===== src/rtl/jtag_pkg.sv =====
// Shared JTAG definitions: IEEE 1149.1 TAP state encoding and transition function,
// reusable by any TAP model, plus the master's bit-sequencer state codes.
package jtag_pkg;

  typedef enum logic [3:0] {
    TEST_LOGIC_RESET = 4'd0,
    RUN_TEST_IDLE    = 4'd1,
    SELECT_DR_SCAN   = 4'd2,
    CAPTURE_DR       = 4'd3,
    SHIFT_DR         = 4'd4,
    EXIT1_DR         = 4'd5,
    PAUSE_DR         = 4'd6,
    EXIT2_DR         = 4'd7,
    UPDATE_DR        = 4'd8,
    SELECT_IR_SCAN   = 4'd9,
    CAPTURE_IR       = 4'd10,
    SHIFT_IR         = 4'd11,
    EXIT1_IR         = 4'd12,
    PAUSE_IR         = 4'd13,
    EXIT2_IR         = 4'd14,
    UPDATE_IR        = 4'd15
  } tap_state_e;

  // Master sequencer states; DONE is the single TCK-low cycle before the response.
  localparam logic [2:0] ST_IDLE = 3'd0;
  localparam logic [2:0] ST_LOW  = 3'd1;
  localparam logic [2:0] ST_HIGH = 3'd2;
  localparam logic [2:0] ST_DONE = 3'd3;
  localparam logic [2:0] ST_RSP  = 3'd4;

  function automatic tap_state_e tap_next(input tap_state_e cur, input logic tms);
    tap_state_e nxt;
    nxt = TEST_LOGIC_RESET;
    case (cur)
      TEST_LOGIC_RESET: nxt = tms ? TEST_LOGIC_RESET : RUN_TEST_IDLE;
      RUN_TEST_IDLE:    nxt = tms ? SELECT_DR_SCAN   : RUN_TEST_IDLE;
      SELECT_DR_SCAN:   nxt = tms ? SELECT_IR_SCAN   : CAPTURE_DR;
      CAPTURE_DR:       nxt = tms ? EXIT1_DR         : SHIFT_DR;
      SHIFT_DR:         nxt = tms ? EXIT1_DR         : SHIFT_DR;
      EXIT1_DR:         nxt = tms ? UPDATE_DR        : PAUSE_DR;
      PAUSE_DR:         nxt = tms ? EXIT2_DR         : PAUSE_DR;
      EXIT2_DR:         nxt = tms ? UPDATE_DR        : SHIFT_DR;
      UPDATE_DR:        nxt = tms ? SELECT_DR_SCAN   : RUN_TEST_IDLE;
      SELECT_IR_SCAN:   nxt = tms ? TEST_LOGIC_RESET : CAPTURE_IR;
      CAPTURE_IR:       nxt = tms ? EXIT1_IR         : SHIFT_IR;
      SHIFT_IR:         nxt = tms ? EXIT1_IR         : SHIFT_IR;
      EXIT1_IR:         nxt = tms ? UPDATE_IR        : PAUSE_IR;
      PAUSE_IR:         nxt = tms ? EXIT2_IR         : PAUSE_IR;
      EXIT2_IR:         nxt = tms ? UPDATE_IR        : SHIFT_IR;
      UPDATE_IR:        nxt = tms ? SELECT_DR_SCAN   : RUN_TEST_IDLE;
    endcase
    return nxt;
  endfunction

endpackage


===== src/rtl/jtag_tap_tracker.sv =====
// Mirror of the target TAP controller, stepped once per TCK rising-edge event.
module jtag_tap_tracker
  import jtag_pkg::*;
(
  input  logic       io_mainClk,
  input  logic       io_asyncResetn,
  input  logic       tck_rise,
  input  logic       tms,
  output logic [3:0] tap_state
);

  tap_state_e state_reg;

  always_ff @(posedge io_mainClk or negedge io_asyncResetn) begin
    if (!io_asyncResetn) begin
      state_reg <= TEST_LOGIC_RESET;
    end else if (tck_rise) begin
      state_reg <= tap_next(state_reg, tms);
    end
  end

  assign tap_state = state_reg;

endmodule


===== src/rtl/jtag_master.sv =====
// Command-driven JTAG bit shifter: up to 32 TMS/TDI bits per command, TDO captured
// just before each TCK fall, with a mirrored TAP state for software.
module jtag_master
  import jtag_pkg::*;
#(
  parameter int unsigned CLK_DIV = 4
) (
  input  logic        io_mainClk,
  input  logic        io_asyncResetn,
  input  logic        cmd_valid,
  output logic        cmd_ready,
  input  logic [4:0]  cmd_len,
  input  logic [31:0] cmd_tms,
  input  logic [31:0] cmd_tdi,
  output logic        rsp_valid,
  input  logic        rsp_ready,
  output logic [31:0] rsp_tdo,
  output logic        jtag_tck,
  output logic        jtag_tms,
  output logic        jtag_tdi,
  input  logic        jtag_tdo,
  output logic [3:0]  tap_state
);

  localparam logic [7:0] DIV_LAST = 8'(CLK_DIV - 1);

  logic [2:0]  state_reg;
  logic [7:0]  div_cnt_reg;
  logic [4:0]  idx_reg;
  logic [4:0]  len_reg;
  logic [31:0] tms_reg;
  logic [31:0] tdi_reg;
  logic [31:0] tdo_reg;
  logic        tck_reg;
  logic        tms_out_reg;
  logic        tdi_out_reg;
  logic        rsp_valid_reg;
  logic [1:0]  tdo_sync_reg;

  logic        half_done;
  logic        tck_rise;
  logic        last_bit;
  logic [4:0]  idx_next;

  assign half_done = (div_cnt_reg == DIV_LAST);
  assign tck_rise  = (state_reg == ST_LOW) && half_done;
  assign last_bit  = (idx_reg == len_reg);
  assign idx_next  = idx_reg + 5'd1;

  // TDO is asynchronous to io_mainClk; CLK_DIV >= 3 lets it settle before sampling.
  always_ff @(posedge io_mainClk or negedge io_asyncResetn) begin
    if (!io_asyncResetn) begin
      tdo_sync_reg <= 2'b00;
    end else begin
      tdo_sync_reg <= {tdo_sync_reg[0], jtag_tdo};
    end
  end

  always_ff @(posedge io_mainClk or negedge io_asyncResetn) begin
    if (!io_asyncResetn) begin
      state_reg     <= ST_IDLE;
      div_cnt_reg   <= '0;
      idx_reg       <= '0;
      len_reg       <= '0;
      tms_reg       <= '0;
      tdi_reg       <= '0;
      tdo_reg       <= '0;
      tck_reg       <= 1'b0;
      tms_out_reg   <= 1'b1;
      tdi_out_reg   <= 1'b0;
      rsp_valid_reg <= 1'b0;
    end else begin
      case (state_reg)
        ST_IDLE: begin
          if (cmd_valid) begin
            len_reg     <= cmd_len;
            tms_reg     <= cmd_tms;
            tdi_reg     <= cmd_tdi;
            idx_reg     <= '0;
            tdo_reg     <= '0;
            div_cnt_reg <= '0;
            tck_reg     <= 1'b0;
            tms_out_reg <= cmd_tms[0];
            tdi_out_reg <= cmd_tdi[0];
            state_reg   <= ST_LOW;
          end
        end
        ST_LOW: begin
          if (half_done) begin
            div_cnt_reg <= '0;
            tck_reg     <= 1'b1;
            state_reg   <= ST_HIGH;
          end else begin
            div_cnt_reg <= div_cnt_reg + 8'd1;
          end
        end
        ST_HIGH: begin
          if (half_done) begin
            // Capture on the same edge that drops TCK, i.e. just before the fall.
            div_cnt_reg      <= '0;
            tck_reg          <= 1'b0;
            tdo_reg[idx_reg] <= tdo_sync_reg[1];
            if (last_bit) begin
              state_reg <= ST_DONE;
            end else begin
              idx_reg     <= idx_next;
              tms_out_reg <= tms_reg[idx_next];
              tdi_out_reg <= tdi_reg[idx_next];
              state_reg   <= ST_LOW;
            end
          end else begin
            div_cnt_reg <= div_cnt_reg + 8'd1;
          end
        end
        ST_DONE: begin
          rsp_valid_reg <= 1'b1;
          state_reg     <= ST_RSP;
        end
        ST_RSP: begin
          if (rsp_ready) begin
            rsp_valid_reg <= 1'b0;
            state_reg     <= ST_IDLE;
          end
        end
        default: state_reg <= ST_IDLE;
      endcase
    end
  end

  assign cmd_ready = (state_reg == ST_IDLE);
  assign rsp_valid = rsp_valid_reg;
  assign rsp_tdo   = tdo_reg;
  assign jtag_tck  = tck_reg;
  assign jtag_tms  = tms_out_reg;
  assign jtag_tdi  = tdi_out_reg;

  jtag_tap_tracker u_tap_tracker (
    .io_mainClk     (io_mainClk),
    .io_asyncResetn (io_asyncResetn),
    .tck_rise       (tck_rise),
    .tms            (tms_out_reg),
    .tap_state      (tap_state)
  );

endmodule


===== config.mk =====
export PLATFORM = sky130hd
export DESIGN_NAME = jtag_master
export DESIGN_NICKNAME = d
export VERILOG_FILES = /design/src/rtl/jtag_pkg.sv /design/src/rtl/jtag_tap_tracker.sv /design/src/rtl/jtag_master.sv
export SDC_FILE = /design/constraint.sdc
export NUM_CORES = 1
export LEC_CHECK = 0
export BUFFER_PORTS_ARGS = -buffer_cell sky130_fd_sc_hd__buf_2
export CAP_MARGIN = 20
export CORE_MARGIN = 2
export CORE_UTILIZATION = 40
export DETAILED_ROUTE_END_ITERATION = 12
export SLEW_MARGIN = 10
export SYNTH_ARGS = -nofsm -noshare
export SYNTH_HDL_FRONTEND = slang
export SYNTH_SLANG_ARGS = --single-unit
export TNS_END_PERCENT = 100

===== constraint.sdc =====
create_clock -name io_mainClk -period 5.7 [get_ports io_mainClk]
set_input_delay 0.57 -clock io_mainClk [delete_from_list [all_inputs] [get_ports io_mainClk]]
set_output_delay 0.57 -clock io_mainClk [all_outputs]
set_load 0.01 [all_outputs]

==> results.toml, run 1 <==
[floorplanning]
core_area_um2 = 15300
dieArea_um2 = 16700
die_h_um = 129
rows = 45
io_pins = 115
initial_core_util = 0.411
die_w_um = 129

[timing]
clock_skew_ns = 0.00982
tightestPinTransition_ns = 0.977
slew_viol_final = 0
finalHoldViolations = 0
finalSetupTns_ns = 0
setup_violations = 0
fin_crit_sh = 0.600
holdWs_ns = 0.245
clock.fmax_mhz = 293
rsz0062_at_grt = "false"
slew_headroom = 0.348
period_needed_ns = 3.42

[run]
cap_violations = 0

[power_and_ir_drop]
peakVddDrop_mv = 0.243
p_per_area_nw_per_um2 = 502
leakage_uw = 0.00376

[worst_setup_path]
cp_max_fo = 18
critPathRequiredTime_ns = 5.99
path_class = "reg2reg"
startpoint_type = "register"
end_kind = "register"
critPathArrivalTime_ns = 3.71

[synthesis]
synth_most_common_cell = "nand2_1"
synth_cell_types = 56
synth_cells = 720
async_flop_share = 1.00
synth_seq_cells = 127
synth_area_um2 = 6260
synth_top_area_share = 0.503
ys_warn_count = 0
synthTopCellsByArea = "dfrtp_1, nand2_1, o21ai_0, a21oi_1, mux2_2"
syn-num-nets = 799
synth_largest_area_cell = "dfrtp_1"
avgSynthCellArea_um2 = 8.70
seq_area_frac_synth = 0.507
yosys-top-cells-count = "nand2_1, dfrtp_1, o21ai_0"
synth_edf_count = 0
synth_ff_type = "dfrtp_1"

[clocking]
cts_sinks = 127
root_buffer = "clkbuf_16"
clk_path_buf_depth = 2
post_cts_resized = 0
cts_tree = "yes"
cts_setup_buffers = 0
hold_buffers = 0
clk_pin_slew_ns = 0.06
cts_inserted_buffers = 17
h-tree-depth = 4
insertion_delay_ns = 0.43

[finish]
syn_to_final_growth_pct = 21.1
fin_cells = 1036
insertedDiodeCount = 0
fin_area_um2 = 7590
finalNetCount = 891
drive_above_1_share = 0.217

[grt]
overflow = 0
grt_first_pass_wirelength_mm = 26.7
grt_pass1_vias = 5355
grt_antenna_before_repair = 0
use_met3 = 0.0508
grt_max_degree = 71
grt_usage = 0.205
met1_usage = 0.275
busiest_layer = "met2"
met2_usage = 0.331

[placed_design]
place.gp.congestion = 0.810
placed_cell_area_um2 = 6910
dp_hpwl_mm = 11.0
dp_cells = 1001
port_buffers = 114

[route]
vias = 5441
wl_per_cell_um = 15.5
route.detailed.drc = 0
antenna_left = 0
drt_pass1_iterations = 5
vias_per_cell = 5.25
drt_iter0_markers = 451
routed_wirelength_mm = 16.1

[worst_hold_path]
hp-class = "in2async"

[status]
status = "finished clean"
==> kinds of logic (layout without fill, tap and decap cells) <==
| family | Yosys count | after routing | share of synthesized area |
|---|---|---|---|
| xor gates and xnor gates | 14 | 14 | 0.0208 |
| buffers and inverters | 59 | 164 | 0.0463 |
| and+or+nand+nor | 338 | 338 | 0.227 |
| DFF | 127 | 127 | 0.507 |
| AOI/OAI and AO/OA | 153 | 153 | 0.142 |
| muxes | 24 | 24 | 0.0463 |
| adders and majority gates | 5 | 5 | 0.00999 |
==> where the power goes <==
group / total [uW] / switching, uW / internal, uW
clock network: 1200 / 415 / 788
logic: 1150 / 685 / 460
registers: 1460 / 270 / 1190
==> layout make-up <==
cell class | instances | area, um2
clock buffer | 19 | 443
clock inverter | 13 | 211
fill | 1478 | 7670
inverter | 9 | 33.8
multi-input combinational | 534 | 2800
sequential | 127 | 3180
tap | 211 | 264
timing repair buffer | 123 | 658
==> layout by cell type (no fill, tap or decap), types with 10 or more instances in the layout <==
cell type  synthesis  final
dfrtp_1          126    126
mux2i_1           11     11
clkbuf_16          0     17
a21oi_1           37     37
nand3_1           21     21
buf_2             13    114
nor2_1            25     25
nand2_1          248    247
mux2_2            10     10
o21ai_0           74     74
a31oi_1           10     10
==> routing by layer <==
layer | part of all wire | up-vias | wire length (um)
met5 | 0 | - | 0
met4 | 0.013 | 0 | 202
met3 | 0.046 | 17 | 734
met2 | 0.48 | 134 | 7790
met1 | 0.46 | 2671 | 7380
li1 | - | 2619 | -
==> worst max-delay path, stage by stage, from the launching register on <==
cell	delay, ns
dfrtp_1	0.64
ha_1	0.56
xor2_2	0.80
buf_4	0.31
mux2_2	0.35
a22oi_1	0.21
a21oi_1	0.10
o21ai_0	0.20
a31oi_1	0.11
==> through the flow <==
| stage | util | total power, uW | setup WS, ns |
|---|---|---|---|
| 2_1_floorplan | - | 2300 | 3.61 |
| 3_5_place_dp | 0.453 | 2610 | 2.32 |
| 6_report | 0.497 | 3810 | 2.28 |
| 5_1_grt | 0.497 | 4080 | 1.95 |
| 4_1_cts | 0.496 | 3830 | 2.27 |
| 3_3_place_gp | 0.451 | 2570 | 2.42 |
==> path summary, 6_finish.rpt <==
path,start,end,slack (ns),depth (start not counted)
worst max register to register,idx_reg[0],jtag_tdi,2.28,8
min in group io_mainClk,jtag_tdo,tdo_sync_reg[0],0.26,1
worst min register to register,tdo_sync_reg[0],tdo_sync_reg[1],0.38,0
worst max-delay path,idx_reg[0],jtag_tdi,2.28,8
max in group asynchronous,io_asyncResetn,rsp_tdo[4],4.17,2
worst min-delay path,io_asyncResetn,tms_reg[22],0.24,1
(Power assumes the default switching activity.)
==> inputs of run 2 (changes only) <==
--- a/config.mk
+++ b/config.mk
@@ -5,6 +5,7 @@
 export SDC_FILE = /design/constraint.sdc
 export NUM_CORES = 1
 export LEC_CHECK = 0
+export ABC_AREA = 1
 export BUFFER_PORTS_ARGS = -buffer_cell sky130_fd_sc_hd__buf_2
 export CAP_MARGIN = 20
 export CORE_MARGIN = 2
==> constraint.sdc (replaced) <==
create_clock -name io_mainClk -period 3.4 [get_ports io_mainClk]
set_input_delay 0.34 -clock io_mainClk [delete_from_list [all_inputs] [get_ports io_mainClk]]
set_output_delay 0.34 -clock io_mainClk [all_outputs]
set_load 0.01 [all_outputs]
==> results.toml, run 2 <==
[timing]
clock_skew_ns = 0.00720
tightestPinTransition_ns = 0.870
finalSetupTns_ns = 0
setup_violations = 0
period_needed_ns = 2.27
rsz0062_at_grt = "false"
slew_headroom = 0.420
fin_crit_sh = 0.668
slew_viol_final = 0
finalHoldViolations = 0
clock.fmax_mhz = 440
setup_ws_ns = 1.13

[synthesis]
synth_seq_cells = 127
ys_warn_count = 0
synth_cells = 848
async_flop_share = 1.00
synth_cell_types = 42
synth_ff_type = "dfrtp_1"
synth_largest_area_cell = "dfrtp_1"
synth_area_um2 = 6530
syn-num-nets = 927
avgSynthCellArea_um2 = 7.70
synth_top_area_share = 0.483
seq_area_frac_synth = 0.487
yosys-top-cells-count = "nand2_1, dfrtp_1, nor2_1"
synthTopCellsByArea = "dfrtp_1, nand2_1, nor2_1, inv_1, a21oi_1"
synth_most_common_cell = "nand2_1"
synth_edf_count = 0

[grt]
grt_antenna_before_repair = 0
overflow = 0
grt_usage = 0.195
grt_first_pass_wirelength_mm = 27.2
grt_max_degree = 67
grt_pass1_vias = 5580

[power_and_ir_drop]
total_power_uw = 6430
p_per_area_nw_per_um2 = 822
peakVddDrop_mv = 0.413
leakage_uw = 0.00392

[floorplanning]
dieArea_um2 = 17400
io_pins = 115
rows = 46
core_area_um2 = 15900
initial_core_util = 0.409
die_h_um = 132
die_w_um = 132

[route]
route.met3.wl_um = 724
vias = 5764
vias_per_cell = 4.89
route.detailed.drc = 0
wirelength_met1_mm = 7.54
drt_iter0_markers = 370
dr_wl_met2_mm = 7.44
top_layer = "met4"
routed_wirelength_mm = 16.0
wl_per_cell_um = 13.6
antenna_left = 0
drt_pass1_iterations = 5

[run]
cap_violations = 0

[worst_setup_path]
critPathRequiredTime_ns = 3.72
cpMostUsedCell = "nand2_1"
cp_slowest_cell = "dfrtp_1"
r2r_start = "idx_reg[0]"
crit_start = "idx_reg[0]"
critPathArrivalTime_ns = 2.59
path_cells = "buf_4 > ha_1 > clkinv_1 > nand2_1 > nand2_2 > inv_2 > nand3_1 > nand3_1 > nand2_1 > nand2_1 > nand3_1 > nand2_1 > inv_1"
startpoint_type = "register"
slowest_delay_ns = 0.35
path_class = "reg2reg"
cp_max_fo = 40
end_kind = "register"

[placed_design]
pre_cts_ws_ns = 1.12
dp_hpwl_mm = 11.2
placed_cell_area_um2 = 7230
port_buffers = 114
place.gp.congestion = 0.798

[finish]
final_common_cell = "nand2_1"
utilization = 0.491
final_cell_mix = "nand2_1, dfrtp_1, nor2_1"
drive_above_1_share = 0.184
finalNetCount = 1029
syn_to_final_growth_pct = 20.0
fin_area_um2 = 7830
insertedDiodeCount = 0
num-fill-cells = 1572

[status]
status = "finished clean"

[clocking]
cts_tree = "yes"
insertion_delay_ns = 0.43
hold_buffers = 0
clk_pin_slew_ns = 0.05
h-tree-depth = 4
cts_inserted_buffers = 17
root_buffer = "clkbuf_16"
clk_path_buf_depth = 2
cts_setup_buffers = 0
post_cts_resized = 0
cts_sinks = 127

[worst_hold_path]
holdCritStartpoint = "jtag_tdo"
hp-class = "in2reg"
[run 2: cell count changes after synthesis, moves of 27 or more]
| cell | before | now |
|---|---|---|
| inv_1 | 9 | 96 |
| a21oi_1 | 37 | 71 |
| nand3_1 | 21 | 67 |
| nand2_1 | 248 | 181 |
| o21ai_1 | 0 | 27 |
| nor2_1 | 25 | 121 |
[run 2: worst paths after layout]
kind,end,slack [ns],cells past startpoint
max in group asynchronous,tdi_reg[13],2.51,2
hold / removal,tdo_sync_reg[0],0.01,1
hold reg to reg,tdo_sync_reg[1],0.35,0
setup / recovery,jtag_tdi,1.13,13
setup reg to reg,jtag_tdi,1.13,13
min in group asynchronous,rsp_tdo[12],0.04,1
[run 2: layout make-up]
class	count	area (um2)	area share
flip-flops and latches	127	3180	0.406
multi-input cells	579	2750	0.351
repair buffers	122	646	0.0825
clock buffers	26	489	0.0625
inverters	103	392	0.0500
well taps	216	270	0.0345
clock inverters	6	105	0.0134
[run 2: cells by family after synthesis]
| kind of cell | after synthesis | synth area share |
|---|---|---|
| xor gates and xnor gates | 6 | 0.00805 |
| AOI/OAI and AO/OA | 169 | 0.140 |
| and+or+nand+nor | 393 | 0.252 |
| DFF | 127 | 0.487 |
| buffers and inverters | 142 | 0.0926 |
| adders and majority gates | 5 | 0.00959 |
| muxes | 6 | 0.0104 |
[run 2: power by group]
| part | internal (uW) | switching, uW | leakage [uW] |
|---|---|---|---|
| Combinational | 786 | 1560 | 0.00209 |
| Sequential | 2000 | 246 | 0.00153 |
| Clock | 1210 | 634 | 0.000292 |
[run 2: routing by layer]
layer | up-vias | GRT usage
met5 | - | 0
met4 | 0 | 0.0719
met3 | 26 | 0.0427
met2 | 152 | 0.317
met1 | 2652 | 0.256
li1 | 2934 | -
[run 2: through the flow]
stage,hold slack [ns],std cells
6_report,0.0146,1179
3_5_place_dp,0.344,1147
4_1_cts,0.00386,1179
3_3_place_gp,0.339,1147
2_1_floorplan,0.0444,848
5_1_grt,0.0152,1179
[run 2: worst max-delay path, delay by kind of cell (launching register included)]
family | cells | cell delay [ns]
buffers and inverters | 4 | 0.81
AND/OR/NAND/NOR | 8 | 0.75
flip-flops | 1 | 0.35
adder cells (fa/ha/maj) | 1 | 0.25
